===== src/rtl/nsa_pkg.sv =====
// Shared definitions for the nibble-serial adder sequencer: FSM state encoding
// and the width of the nibble index register.
package nsa_pkg;

    typedef enum logic [1:0] {
        ST_IDLE = 2'd0,
        ST_ADD  = 2'd1,
        ST_DONE = 2'd2
    } state_t;

    // Index width bounds the operand size to 2**NIB_W nibbles.
    localparam int NIB_W = 8;

endpackage


===== src/rtl/four_bit_add_dp.sv =====
// Combinational 4-bit ripple adder datapath, reused every ADD step.
// With SIGNED_OVF_EN defined it also exports c3, the carry into bit 3.
module four_bit_add_dp (
    input  logic [3:0] a,
    input  logic [3:0] b,
    input  logic       c0,
    output logic [3:0] s,
    output logic       c4
`ifdef SIGNED_OVF_EN
    ,
    output logic       c3
`endif
);

    logic [4:0] w_full;

    assign w_full = {1'b0, a} + {1'b0, b} + {4'b0000, c0};
    assign s      = w_full[3:0];
    assign c4     = w_full[4];

`ifdef SIGNED_OVF_EN
    // Carry into the MSB comes from the low three bits alone.
    logic [3:0] w_low;

    assign w_low = {1'b0, a[2:0]} + {1'b0, b[2:0]} + {3'b000, c0};
    assign c3    = w_low[3];
`endif

endmodule


===== src/rtl/nibble_serial_add_ctrl.sv =====
// Adds two WIDTH-bit operands one nibble per clock through a single shared
// 4-bit adder. Optional two's-complement overflow output via SIGNED_OVF_EN.
module nibble_serial_add_ctrl
    import nsa_pkg::*;
#(
    parameter int WIDTH = 16
) (
    input  logic             clk,
    input  logic             rst,
    input  logic             start,
    input  logic [WIDTH-1:0] a,
    input  logic [WIDTH-1:0] b,
    input  logic             cin,
    output logic             busy,
    output logic             done,
    output logic [WIDTH-1:0] sum,
    output logic             cout
`ifdef SIGNED_OVF_EN
    ,
    output logic             ovf
`endif
);

    localparam int NIB = WIDTH / 4;

    if ((WIDTH % 4) != 0 || WIDTH < 4) begin : g_badWidth
        $error("nibble_serial_add_ctrl: WIDTH must be a multiple of 4 and at least 4");
    end
    if (NIB > (2 ** NIB_W)) begin : g_badIndex
        $error("nibble_serial_add_ctrl: WIDTH exceeds the nibble index range");
    end

    state_t             r_state;
    state_t             r_stateNext;
    logic [NIB_W-1:0]   r_idx;
    logic               r_carry;
    logic [WIDTH-1:0]   r_a;
    logic [WIDTH-1:0]   r_b;
    logic [WIDTH-1:0]   r_sum;
    logic               r_cout;
    logic [3:0]         w_aNib;
    logic [3:0]         w_bNib;
    logic [3:0]         w_s;
    logic               w_c4;
    logic               w_lastStep;

    assign w_lastStep = (r_idx == NIB_W'(NIB - 1));

    // Select the active nibble of each captured operand.
    always_comb begin
        w_aNib = 4'h0;
        w_bNib = 4'h0;
        for (int n = 0; n < NIB; n++) begin
            if (r_idx == NIB_W'(n)) begin
                w_aNib = r_a[4*n +: 4];
                w_bNib = r_b[4*n +: 4];
            end
        end
    end

`ifdef SIGNED_OVF_EN
    logic w_c3;
    logic r_ovf;

    four_bit_add_dp u_adder (
        .a  (w_aNib),
        .b  (w_bNib),
        .c0 (r_carry),
        .s  (w_s),
        .c4 (w_c4),
        .c3 (w_c3)
    );

    always_ff @(posedge clk) begin
        if (rst) begin
            r_ovf <= 1'b0;
        end else if (r_state == ST_ADD && w_lastStep) begin
            r_ovf <= w_c3 ^ w_c4;
        end
    end

    assign ovf = r_ovf;
`else
    four_bit_add_dp u_adder (
        .a  (w_aNib),
        .b  (w_bNib),
        .c0 (r_carry),
        .s  (w_s),
        .c4 (w_c4)
    );
`endif

    always_ff @(posedge clk) begin
        if (rst) begin
            r_state <= ST_IDLE;
        end else begin
            r_state <= r_stateNext;
        end
    end

    always_comb begin
        r_stateNext = r_state;
        busy        = 1'b0;
        done        = 1'b0;
        case (r_state)
            ST_IDLE: begin
                if (start) begin
                    r_stateNext = ST_ADD;
                end
            end
            ST_ADD: begin
                busy = 1'b1;
                if (w_lastStep) begin
                    r_stateNext = ST_DONE;
                end
            end
            ST_DONE: begin
                done        = 1'b1;
                r_stateNext = ST_IDLE;
            end
            default: begin
                r_stateNext = ST_IDLE;
            end
        endcase
    end

    // Operand capture on an accepted start, then one result nibble per ADD cycle.
    always_ff @(posedge clk) begin
        if (rst) begin
            r_a     <= '0;
            r_b     <= '0;
            r_carry <= 1'b0;
            r_idx   <= '0;
            r_sum   <= '0;
            r_cout  <= 1'b0;
        end else begin
            case (r_state)
                ST_IDLE: begin
                    if (start) begin
                        r_a     <= a;
                        r_b     <= b;
                        r_carry <= cin;
                        r_idx   <= '0;
                    end
                end
                ST_ADD: begin
                    for (int n = 0; n < NIB; n++) begin
                        if (r_idx == NIB_W'(n)) begin
                            r_sum[4*n +: 4] <= w_s;
                        end
                    end
                    r_carry <= w_c4;
                    if (w_lastStep) begin
                        r_cout <= w_c4;
                    end else begin
                        r_idx <= r_idx + NIB_W'(1);
                    end
                end
                default: begin
                end
            endcase
        end
    end

    assign sum  = r_sum;
    assign cout = r_cout;

endmodule

===== config.mk =====
export PLATFORM = sky130hd
export DESIGN_NAME = nibble_serial_add_ctrl
export DESIGN_NICKNAME = d
export VERILOG_FILES = /design/src/rtl/nsa_pkg.sv /design/src/rtl/four_bit_add_dp.sv /design/src/rtl/nibble_serial_add_ctrl.sv
export SDC_FILE = /design/constraint.sdc
export NUM_CORES = 1
export LEC_CHECK = 0
export BUFFER_PORTS_ARGS = -buffer_cell sky130_fd_sc_hd__clkbuf_2
export CELL_PAD_IN_SITES_DETAIL_PLACEMENT = 0
export CELL_PAD_IN_SITES_GLOBAL_PLACEMENT = 2
export CORE_MARGIN = 2
export CORE_UTILIZATION = 25
export CTS_BUF_LIST = sky130_fd_sc_hd__clkbuf_8
export DETAILED_ROUTE_END_ITERATION = 6
export GPL_TIMING_DRIVEN = 1
export MAX_ROUTING_LAYER = met4
export PLACE_DENSITY_LB_ADDON = 0.1
export SKIP_LAST_GASP = 1
export SLEW_MARGIN = 10
export SYNTH_ARGS = -nofsm -noshare
export SYNTH_HDL_FRONTEND = slang
export SYNTH_SLANG_ARGS = --single-unit

===== constraint.sdc =====
create_clock -name clk -period 3.9 [get_ports clk]
set_input_delay 0.585 -clock clk [delete_from_list [all_inputs] [get_ports clk]]
set_output_delay 0.585 -clock clk [all_outputs]
set_load 0.02 [all_outputs]

======== After elaboration in Yosys (flattened, before gate mapping) ========
Index checks and enable logic that the tools add are counted.
operators by class
  add/subtract/negate cells ............... 3
  equal/unequal tests ..................... 8
  multiplexer cells ....................... 18
  reduce and logical (&&, ||, !) cells .... 11
operators with widths
  kind                                           count
  two-way mux 4 bit                              8
  == test 8 x 2 -> 1 bit, second input constant  2
  two-way mux 8 bit                              2
  case mux 8 bit (2 select lines)                1
  AND reduction 2 bit                            7
  adder 8 x 1 -> 8 bit, second input constant    1
  == test 8 x 1 -> 1 bit, second input constant  1
  logical NOT 8 bit                              1
  != test 2 bit, second input constant           3
  adder 4 x 4 -> 5 bit                           1
  adder 5 x 1 -> 5 bit                           1
  two-way mux 2 bit                              2
  case mux 2 bit (2 select lines)                1
  two-way mux 1 bit                              3
  AND reduction 3 bit                            1
  == test 2 x 1 -> 1 bit, second input constant  1
  == test 2 bit, second input constant           1
  logical NOT 2 bit                              1
  case mux 1 bit (2 select lines)                1
  nonzero test 2 bit                             1
word-level totals
  input port bits ......................... 36
  output and inout bits ................... 19
  flip-flop bits (word level) ............. 60

======== Longest topological paths before layout ========
Gate-level depths: netlist (run 1).
  word-level depth ........................ 8
  mapped depth ............................ 15
  depth with buffers taken out ............ 13

======== Cells and area by module ========
From an unflattened synthesis (run 1), not the netlist that was laid out.
unflattened totals
  cell total of the unflattened synthesis .. 345
  area, all modules ....................... 2726.4 µm²
modules (own cells, without submodules)
  module                  cells an instance  area an instance (µm²)  instances  sequential area each (µm²)
  nibble_serial_add_ctrl  329                2582.5                  1          1201.2
  four_bit_add_dp         16                 143.9                   1          0.0

======== Worst setup path after synthesis (run 1) ========
No wires, ideal clock.
  path kind ............................... register -> register
  start point ............................. register r_idx[0]
  end point ............................... register r_sum[13], in the netlist sum[13]
  cell stages (with the launch flop) ...... 14
  required time ........................... 3830 ps
  clock period less this slack ............ 2792 ps
  arrival ................................. 2722 ps
  path slack .............................. 1108 ps
  setup time .............................. 70 ps
  path buffers ............................ 2
  cell sequence ........................... dfxtp_1 > inv_1 > ha_1 > clkbuf_1 > clkbuf_1 > a21oi_1 > o21ai_0 > a22oi_1 > nor2_1 > fa_1 > inv_1 > fa_1 > or2_2 > a21oi_1
on the way
  word-level cells in the longest chain between the ends .. 7
  elaborated cells between the ends (all ways) .. 15
RTL lines
  element                          RTL line                       source
  from (decl)                      nibble_serial_add_ctrl.sv:35   logic [NIB_W-1:0] r_idx;
  from (signal assigned)           nibble_serial_add_ctrl.sv:156  r_idx <= r_idx + NIB_W'(1);
  logical NOT 8 bit                nibble_serial_add_ctrl.sv:54   if (r_idx == NIB_W'(n)) begin
  two-way mux 4 bit (4 in series)  nibble_serial_add_ctrl.sv:54
  adder 4 x 4 -> 5 bit             four_bit_add_dp.sv:17          assign w_full = {1'b0, a} + {1'b0, b} + {4'b0000, c0};
  adder 5 x 1 -> 5 bit             four_bit_add_dp.sv:17
  to (signal, indexed assignment)  nibble_serial_add_ctrl.sv:149  r_sum[4*n +: 4] <= w_s;
  to (decl)                        nibble_serial_add_ctrl.sv:39   logic [WIDTH-1:0] r_sum;
Several ways; a longest one is shown, not always the timed one.
A chain may end at the register's enable or synchronous reset.

======== Worst setup path after layout (run 1) ========
Same ends and word-level chain as after synthesis.

==> out/results.tsv, run 1 <==
metric	value	unit
status	completed	
ff2ff_path_depth	10	
first_global_vias	2345	
period_share	0.769	
avgRoutedWirePerCell	13.6	um
drive_gt1_frac	0.201	
fin_crit	3000	ps
core	10700	um^2
peakVddDrop	0.167	mV
die_w	108	um
hold_end	sum[1]	
track_usage	0.138	
worstSetupPathType	flip-flop to flip-flop	
cts_buffers	9	
relSlewSlack	0.275	
wl	7390	um
finClkSkew	8.69	ps
avgSynthCellArea	7.78	um^2
synth_top_cells_by_count	nand2_1, dfxtp_1, a21oi_1, nor2_1, clkbuf_1	
p_leak	0.00134	uW
routed_via_density	4.52	
cts_sinks	60	
maxSlewViolCount	0	
clk_pin_slew	70	ps
power.density	421	nW/um^2
rsz0062_at_grt	no	
post_cts_buffers	0	
clock_latency	350	ps
worst_setup_path_end_kind	flip-flop	
synth_fp_nets	394	
min_path_type	flip-flop to flip-flop	
cts_tree	done	
clockBufferDepth	2	
yosys-top-cells-area	dfxtp_1, nand2_1, a21oi_1, nor2_1, ha_1	
fp-row-count	38	
min_from	sum[1]	
fin_nets	443	
cp-start-kind	flip-flop	
area_delta_synth_final	21.8	%
n_antenna_cell	0	
hpwl	5240	um
rrSetupSlack	900	ps
ys_ff_latch	60	
grt_pass1_wl	11900	um
hold_buffers	0	
async_reset_ff_frac	0	
io_buffers	54	
crit_required	4180	ps
synthMostInstantiatedCell	nand2_1	
synth_edf_count	0	
dr.pass1.iters	4	
die_h	108	um
pre_cts_ws	914	ps
gp_congestion	0.755	
overflow	0	
ys_types	35	
setup_viol	0	
drc_errors	0	
start_util	0.254	
hold_viol	0	
grt_max_degree	34	
fmax	333	MHz
drtIter0Drc	63	
drtAntennaViolNets	0	
io_pins	55	
r2r_start	r_idx[0]	
vias	2455	
setup_ws	901	ps
r2r-end	sum[13]	
synthCells	349	
synth.top_cell.area_share	0.442	
yosys.area.top_type	dfxtp_1	
cp.arrival	3280	ps
yosys_warnings	0	
synthFlopType	dfxtp_1	
crit_path_max_fanout	17	
setup-tns-final	0	ps
antenna_found_initial	0	
max_cap_violations	0	
clockRootBuffer	clkbuf_8	
ctsHtreeMaxLevel	3	
hold_path_depth	2	
tightest_slew	1090	ps
synth_seq_area_share	0.442	
cts_resized	0	
die-area	11700	um^2
synth_area	2720	um^2
worst max-delay path, stage by stage (launching register included):
cell,delay (ps)
dfxtp_1,350
inv_1,120
ha_1,580
a21oi_1,180
a22oi_1,220
nor2_1,90
fa_1,410
inv_1,80
fa_1,450
or2_2,310
a21oi_1,130
flip-flops by register name, indices dropped and copies added, names as in the netlist:
signal and cells:
r_state 2, r_b 16, r_carry 1, cout 1, sum 16, r_a 16
r_idx 8
placed cells by master, fill, tap and decap left out:
master / synthesis / final
or2_0: 3 / 3
clkbuf_2: 0 / 54
inv_1: 15 / 15
xor2_1: 1 / 1
nor2_1: 26 / 26
fa_1: 2 / 2
clkinvlp_4: 0 / 3
buf_4: 0 / 4
and2_1: 1 / 1
o31ai_1: 4 / 4
nor2b_1: 2 / 2
nand2b_1: 1 / 1
nor3_1: 3 / 3
nor4_4: 1 / 1
mux2i_1: 7 / 7
clkinv_2: 0 / 3
clkbuf_8: 0 / 9
xnor2_1: 5 / 5
and3_1: 1 / 1
o21ai_0: 10 / 10
a41o_1: 1 / 1
nand3_1: 5 / 5
nand4_1: 2 / 2
dfxtp_1: 60 / 60
a21oi_1: 58 / 58
or3_1: 2 / 2
a22oi_1: 8 / 8
o21bai_1: 1 / 1
a31oi_1: 1 / 1
nand2_1: 86 / 86
ha_1: 7 / 7
nand3b_1: 4 / 4
nor4_1: 4 / 4
a21o_1: 1 / 1
or2_2: 4 / 4
o221a_2: 1 / 1
nor4b_2: 1 / 1
o21a_1: 1 / 1
bufinv_16: 0 / 1
worst max path at each step:
stage	from	end	slack (ps)	depth (start not counted)
6_report	r_idx[0]	sum[13]	900	10
5_1_grt	r_idx[0]	sum[13]	620	11
4_1_cts	r_idx[0]	sum[13]	870	10
3_5_place_dp	r_idx[0]	sum[13]	910	10
3_3_place_gp	r_idx[0]	sum[13]	990	10
2_1_floorplan	r_idx[0]	sum[13]	1110	13
power breakdown:
part           switching (uW)  internal [uW]  leakage [uW]  total (uW)
Clock                     267            291     0.0000910         558
Sequential               16.4            639      0.000489         655
Combinational             111           66.8      0.000764         178
Total                     395            997       0.00134        1390
per-stage QoR:
stage	area [um^2]	util	hold WS (ps)	cells	power [uW]
2_1_floorplan	2720	-	436	349	784
3_3_place_gp	3120	0.291	444	527	851
3_5_place_dp	3120	0.291	444	527	852
4_1_cts	3310	0.309	440	543	1420
5_1_grt	3310	0.309	449	543	1460
6_report	3310	0.309	449	543	1390
metal layers:
| metal | GRT usage | vias to the layer above | wire (um) |
|---|---|---|---|
| met4 | 0.0495 | 0 | 104 |
| li1 | - | 1265 | - |
| met1 | 0.175 | 1136 | 3640 |
| met5 | - | - | 0 |
| met2 | 0.215 | 43 | 3380 |
| met3 | 0.0332 | 11 | 268 |
logic make-up (layout without fill, tap and decap cells):
family	after synthesis	after routing	synth area share
adder cells (fa/ha/maj)	9	9	0.0470
flip-flops	60	60	0.442
multiplexers	7	7	0.0258
XOR/XNOR	6	6	0.0194
AO/OA/AOI/OAI	86	86	0.177
AND/OR/NAND/NOR	146	146	0.240
buffers and inverters	35	89	0.0484
layout make-up:
| class | count | area, um^2 |
|---|---|---|
| Fill cell | 1205 | 7390 |
| Multi-Input combinational cell | 254 | 1380 |
| Sequential cell | 60 | 1200 |
| Timing Repair Buffer | 58 | 300 |
| Tap cell | 140 | 175 |
| Clock buffer | 9 | 124 |
| Clock inverter | 7 | 67.6 |
| Inverter | 15 | 56.3 |
Note: power is estimated with default switching activity, not from simulation.
==> run 2: changes to the inputs <==
clock period = 2.85 ns   (was 3.9 ns; I/O delays follow)
==> run 2 against run 1 <==
Compared with the run above:
- critical path depth up 1
- worst hold slack got worse by 150 ps
- flip-flop and latch count unchanged
- non-clock buffer count increased by 11
- routed wire length is 0.45% lower
- clock-buffer cell count up 1
- clock power grew 52%
- highest routed layer unchanged
- via count increased by 0.12%
==> out/results.tsv, run 2 (synthesis results as in run 1) <==
metric	value	unit	change
first_global_vias	2400		+2.3%
min_from	b[0]		
rsz0062_at_grt	yes		
period_share	0.927		+0.158
finClkSkew	7.93	ps	-0.762 ps
fin_crit	2640	ps	-358 ps
stdcell_area	3430	um^2	+3.7%
drtIter0Drc	100		+59%
ctsHtreeMaxLevel	3		unchanged
hold_buffers	0		unchanged
tightest_slew	646	ps	-441 ps
clockRootBuffer	clkbuf_8		
cts_resized	0		unchanged
drc_errors	0		unchanged
hold_viol	0		unchanged
clockBufferDepth	2		unchanged
fp-row-count	38		unchanged
ff2ff_path_depth	11		+1
r2r_start	r_idx[1]		
core	10700	um^2	unchanged
cp.arrival	2910	ps	-370 ps
placed_area	3200	um^2	+2.7%
gp_congestion	0.798		+5.7%
min_path_type	input port to flip-flop		
wl	7360	um	-0.45%
hpwl	5390	um	+2.8%
cts_buffers	9		unchanged
vias	2458		+0.12%
die_w	108	um	unchanged
setup_viol	0		unchanged
grt_pass1_wl	11900	um	+0.29%
dr.pass1.iters	4		unchanged
drive_gt1_frac	0.234		+0.0333
drtAntennaViolNets	0		unchanged
relSlewSlack	0.569		+0.294
worstSetupPathType	flip-flop to flip-flop		
maxSlewViolCount	0		unchanged
r2r-end	sum[13]		
die_h	108	um	unchanged
n_antenna_cell	0		unchanged
post_cts_buffers	0		unchanged
crit_required	3120	ps	-1060 ps
status	completed		
cp-start-kind	flip-flop		
fin_total_pwr	2010	uW	+45%
cts_tree	done		
rrSetupSlack	210	ps	-690 ps
io_pins	55		unchanged
layout_commonest_cell	nand2_1		
routed_via_density	4.44		-1.9%
fmax	379	MHz	+14%
cts_sinks	60		unchanged
worst_setup_path_end_kind	flip-flop		
track_usage	0.136		-0.00173
overflow	0		unchanged
layout_common_cells	nand2_1, a21oi_1, dfxtp_1, clkbuf_2, nor2_1		
clk_pin_slew	70	ps	about the same
area_delta_synth_final	26.3	%	
start_util	0.254		unchanged
hold_end	r_b[0]		
crit_path_max_fanout	6		-11
hold_path_depth	3		+1
io_buffers	54		unchanged
antenna_found_initial	0		unchanged
die-area	11700	um^2	unchanged
clock_latency	350	ps	about the same
fin_nets	454		+2.5%
peakVddDrop	0.244	mV	+46%
max_cap_violations	0		unchanged
avgRoutedWirePerCell	13.3	um	-2.4%
p_leak	0.00142	uW	+6.0%
power.density	587	nW/um^2	+39%
grt_max_degree	34		unchanged
==> run 2: power breakdown <==
group	internal, uW	total, uW	switching, uW
combinational	108	264	156
clock	508	850	342
sequential	875	898	22.8
total	1490	2010	520
==> run 2: worst max-delay path, stage by stage (launching register included) <==
cell and delay [ps]:
dfxtp_2 370, inv_1 80, ha_2 220, a21oi_1 140
o21ai_0 90, a22oi_1 170, nor2_1 90, fa_1 420
inv_1 80, fa_1 460, or2_2 310, a21oi_1 130
==> run 2: area by class of cell <==
class	count	area [um^2]
multi-input cells	254	1400
clock buffers	10	138
fillers	1187	7270
repair buffers	69	383
inverters	15	56.3
flip-flops and latches	60	1200
clock inverters	6	78.8
well taps	140	175
==> run 2: per-layer routing <==
metal  vias up  track usage  part of all wire
li1       1290            -                 -
met1      1110        0.177              0.50
met2        51        0.205              0.44
met3         7       0.0416             0.045
met4         0       0.0412             0.014
met5         -            -                 0
==> run 2: through the flow <==
step                instances  utilization  hold WS (ps)  worst slack, ps  TNS (ps)
finish                    554        0.321           301              209         0
global route              554        0.321           284            -15.2     -29.9
CTS                       554        0.319           282            0.702         0
detailed placement        538        0.299           444             9.16         0
global placement          538        0.299           442              145         0
floorplan                 349            -           436             58.0         0
==> run 2: how the worst max path moves through the flow <==
stage	cells after the start	to	startpoint
2_1_floorplan	13	sum[13]	r_idx[0]
6_report	11	sum[13]	r_idx[1]
3_5_place_dp	11	sum[13]	r_idx[0]
3_3_place_gp	13	sum[3]	r_idx[1]
4_1_cts	11	sum[13]	r_idx[0]
5_1_grt	13	r_carry	r_idx[0]
==> run 3: changes to the inputs <==
CELL_PAD_IN_SITES_DETAIL_PLACEMENT = default   (was 0)
CELL_PAD_IN_SITES_GLOBAL_PLACEMENT = default   (was 2)
PLACE_DENSITY_LB_ADDON = default   (was 0.1)
==> run 3 against run 2 <==
Compared with the run above:
- largest cell class unchanged
- global-route usage decreased by 0.76 points
- total power shrank 6.3%
- clock-buffer cell count grew 1
- register-to-register slack got worse by 40 ps
- cell area down 1.5%
- combinational power is 3% lower
- highest routed layer unchanged
- clock power fell by 14%
==> out/results.tsv, run 3 (synthesis results as in run 1) <==
metric	value	unit	change
final_util	0.316		-0.00491
ff2ff_path_depth	11		unchanged
grt_max_degree	35		+2.9%
critPathBufInv	2		unchanged
die-area	11700	um^2	unchanged
relSlewSlack	0.576		+0.00682
hold_viol	0		unchanged
crit_chain	inv_1, ha_2, a21oi_1, o21ai_0, a22oi_1, nor2_1, fa_1, inv_1, fa_1, or2_2, a21oi_1		
cp-start-kind	flip-flop		
core	10700	um^2	unchanged
die_w	108	um	unchanged
start_util	0.254		unchanged
seq_power_share	0.476		+0.030
max_cap_violations	0		unchanged
grt_pass1_wl	11600	um	-2.8%
drive_gt1_frac	0.222		-0.0118
setup-tns-final	0	ps	unchanged
rsz0062_at_grt	yes		
track_usage	0.129		-0.00756
hpwl	5220	um	-3.1%
min_path_type	input port to flip-flop		
crit_required	3100	ps	-20 ps
max_stage_delay	450	ps	about the same
whs	324	ps	+23.6 ps
internal-power	1420	uW	-5.0%
fin_nets	451		-0.66%
pre_cts_ws	49.1	ps	+40.0 ps
p_leak	0.00139	uW	-2.4%
io_pins	55		unchanged
tightest_slew	636	ps	-10.2 ps
crit_path_max_fanout	9		+3
worst_setup_path_end_kind	flip-flop		
io_buffers	54		unchanged
overflow	0		unchanged
first_global_vias	2491		+3.8%
vias	2479		+0.85%
fin_crit	2680	ps	+35.8 ps
fill_cells	1178		-0.76%
power.density	558	nW/um^2	-4.8%
layout_commonest_cell	nand2_1		
drc_errors	0		unchanged
cts_sinks	60		unchanged
drtIter0Drc	104		+4.0%
slowest_stage	fa_1		
hold_path_depth	3		unchanged
cp.arrival	2930	ps	+20 ps
worstSetupPathType	flip-flop to flip-flop		
cts_tree	done		
gp_congestion	0.754		-5.5%
pwr-share-comb	0.135		+0.004
avgRoutedWirePerCell	12.5	um	-6.2%
layout_common_cells	nand2_1, dfxtp_1, a21oi_1, clkbuf_2, nor2_1		
routed_via_density	4.52		+1.8%
clkPwrFrac	0.388		-0.035
fp-row-count	38		unchanged
peakVddDrop	0.190	mV	-22%
area_delta_synth_final	24.4	%	
drtAntennaViolNets	0		unchanged
setup_ws	174	ps	-35.8 ps
net-switching-power	469	uW	-9.8%
wl	6840	um	-7.0%
cts_buffers	9		unchanged
status	completed		
dr.pass1.iters	4		unchanged
finClkSkew	8.09	ps	+0.156 ps
period_share	0.939		+0.0126
cp_num_cells	11		unchanged
setup_viol	0		unchanged
switching_share	0.249		-0.00986
die_h	108	um	unchanged
ctsHtreeMaxLevel	3		unchanged
post_cts_buffers	0		unchanged
clockRootBuffer	clkbuf_8		
clock_latency	320	ps	-30 ps
cpLargestDelayFamily	adder cells		
n_antenna_cell	0		unchanged
rrSetupSlack	170	ps	-40 ps
clockBufferDepth	2		unchanged
fmax	374	MHz	-1.3%
maxSlewViolCount	0		unchanged
clk_pin_slew	60	ps	about the same
antenna_found_initial	0		unchanged
==> run 3: changes by cell type in the layout (fill, tap and decap cells not counted), sizes merged <==
| cell | previous run | this run |
|---|---|---|
| clkbuf | 64 | 65 |
| bufinv | 2 | 1 |
| buf | 15 | 12 |
| clkinv | 3 | 1 |
==> run 3: power by group through the flow <==
| stage | clock network [uW] | logic [uW] | registers (uW) |
|---|---|---|---|
| after floorplan | 0 | 155 | 917 |
| after global placement | 0 | 249 | 915 |
| after detailed placement | 0 | 255 | 916 |
| after CTS | 756 | 257 | 898 |
| after global routing | 807 | 290 | 903 |
| final | 732 | 255 | 898 |
==> run 3: cell type report <==
cell class	instances	area [um^2]	area share
Clock buffer	11	151	0.0448
Clock inverter	3	38.8	0.0115
Inverter	15	56.3	0.0167
Multi-Input combinational cell	254	1390	0.412
Sequential cell	60	1200	0.356
Tap cell	140	175	0.0519
Timing Repair Buffer	66	360	0.107
==> run 3: worst register-to-register path: stages (launching register included) <==
cell	delay (ps)
dfxtp_2	370
inv_1	100
ha_2	260
a21oi_1	140
o21ai_0	100
a22oi_1	170
nor2_1	90
fa_1	410
inv_1	90
fa_1	450
or2_2	310
a21oi_1	130
==> run 3: worst paths after layout <==
path,startpoint,end
setup / recovery,r_idx[0],sum[13]
hold / removal,a[7],r_a[7]
setup reg to reg,r_idx[0],sum[13]
hold reg to reg,sum[12],sum[12]
==> run 3: layer usage <==
metal  routed length [um]  track usage  vias up
li1                     -            -     1279
met1                 3250        0.163     1132
met2                 3150        0.201       66
met3                  415       0.0404        2
met4                   21       0.0311        0
met5                    0            -        -
==> run 3: through the flow <==
step	area, um^2	cells	power [uW]
floorplan	2720	349	1070
global placement	3180	535	1160
detailed placement	3180	535	1170
CTS	3370	549	1910
global route	3380	549	2000
finish	3380	549	1890
==> run 3: repair_timing <==
item,4_1_cts,5_1_grt
resized for setup,0,6
hold buffers,0,0
endpoints found under the setup margin,0,14
hold endpoints to repair,0,0
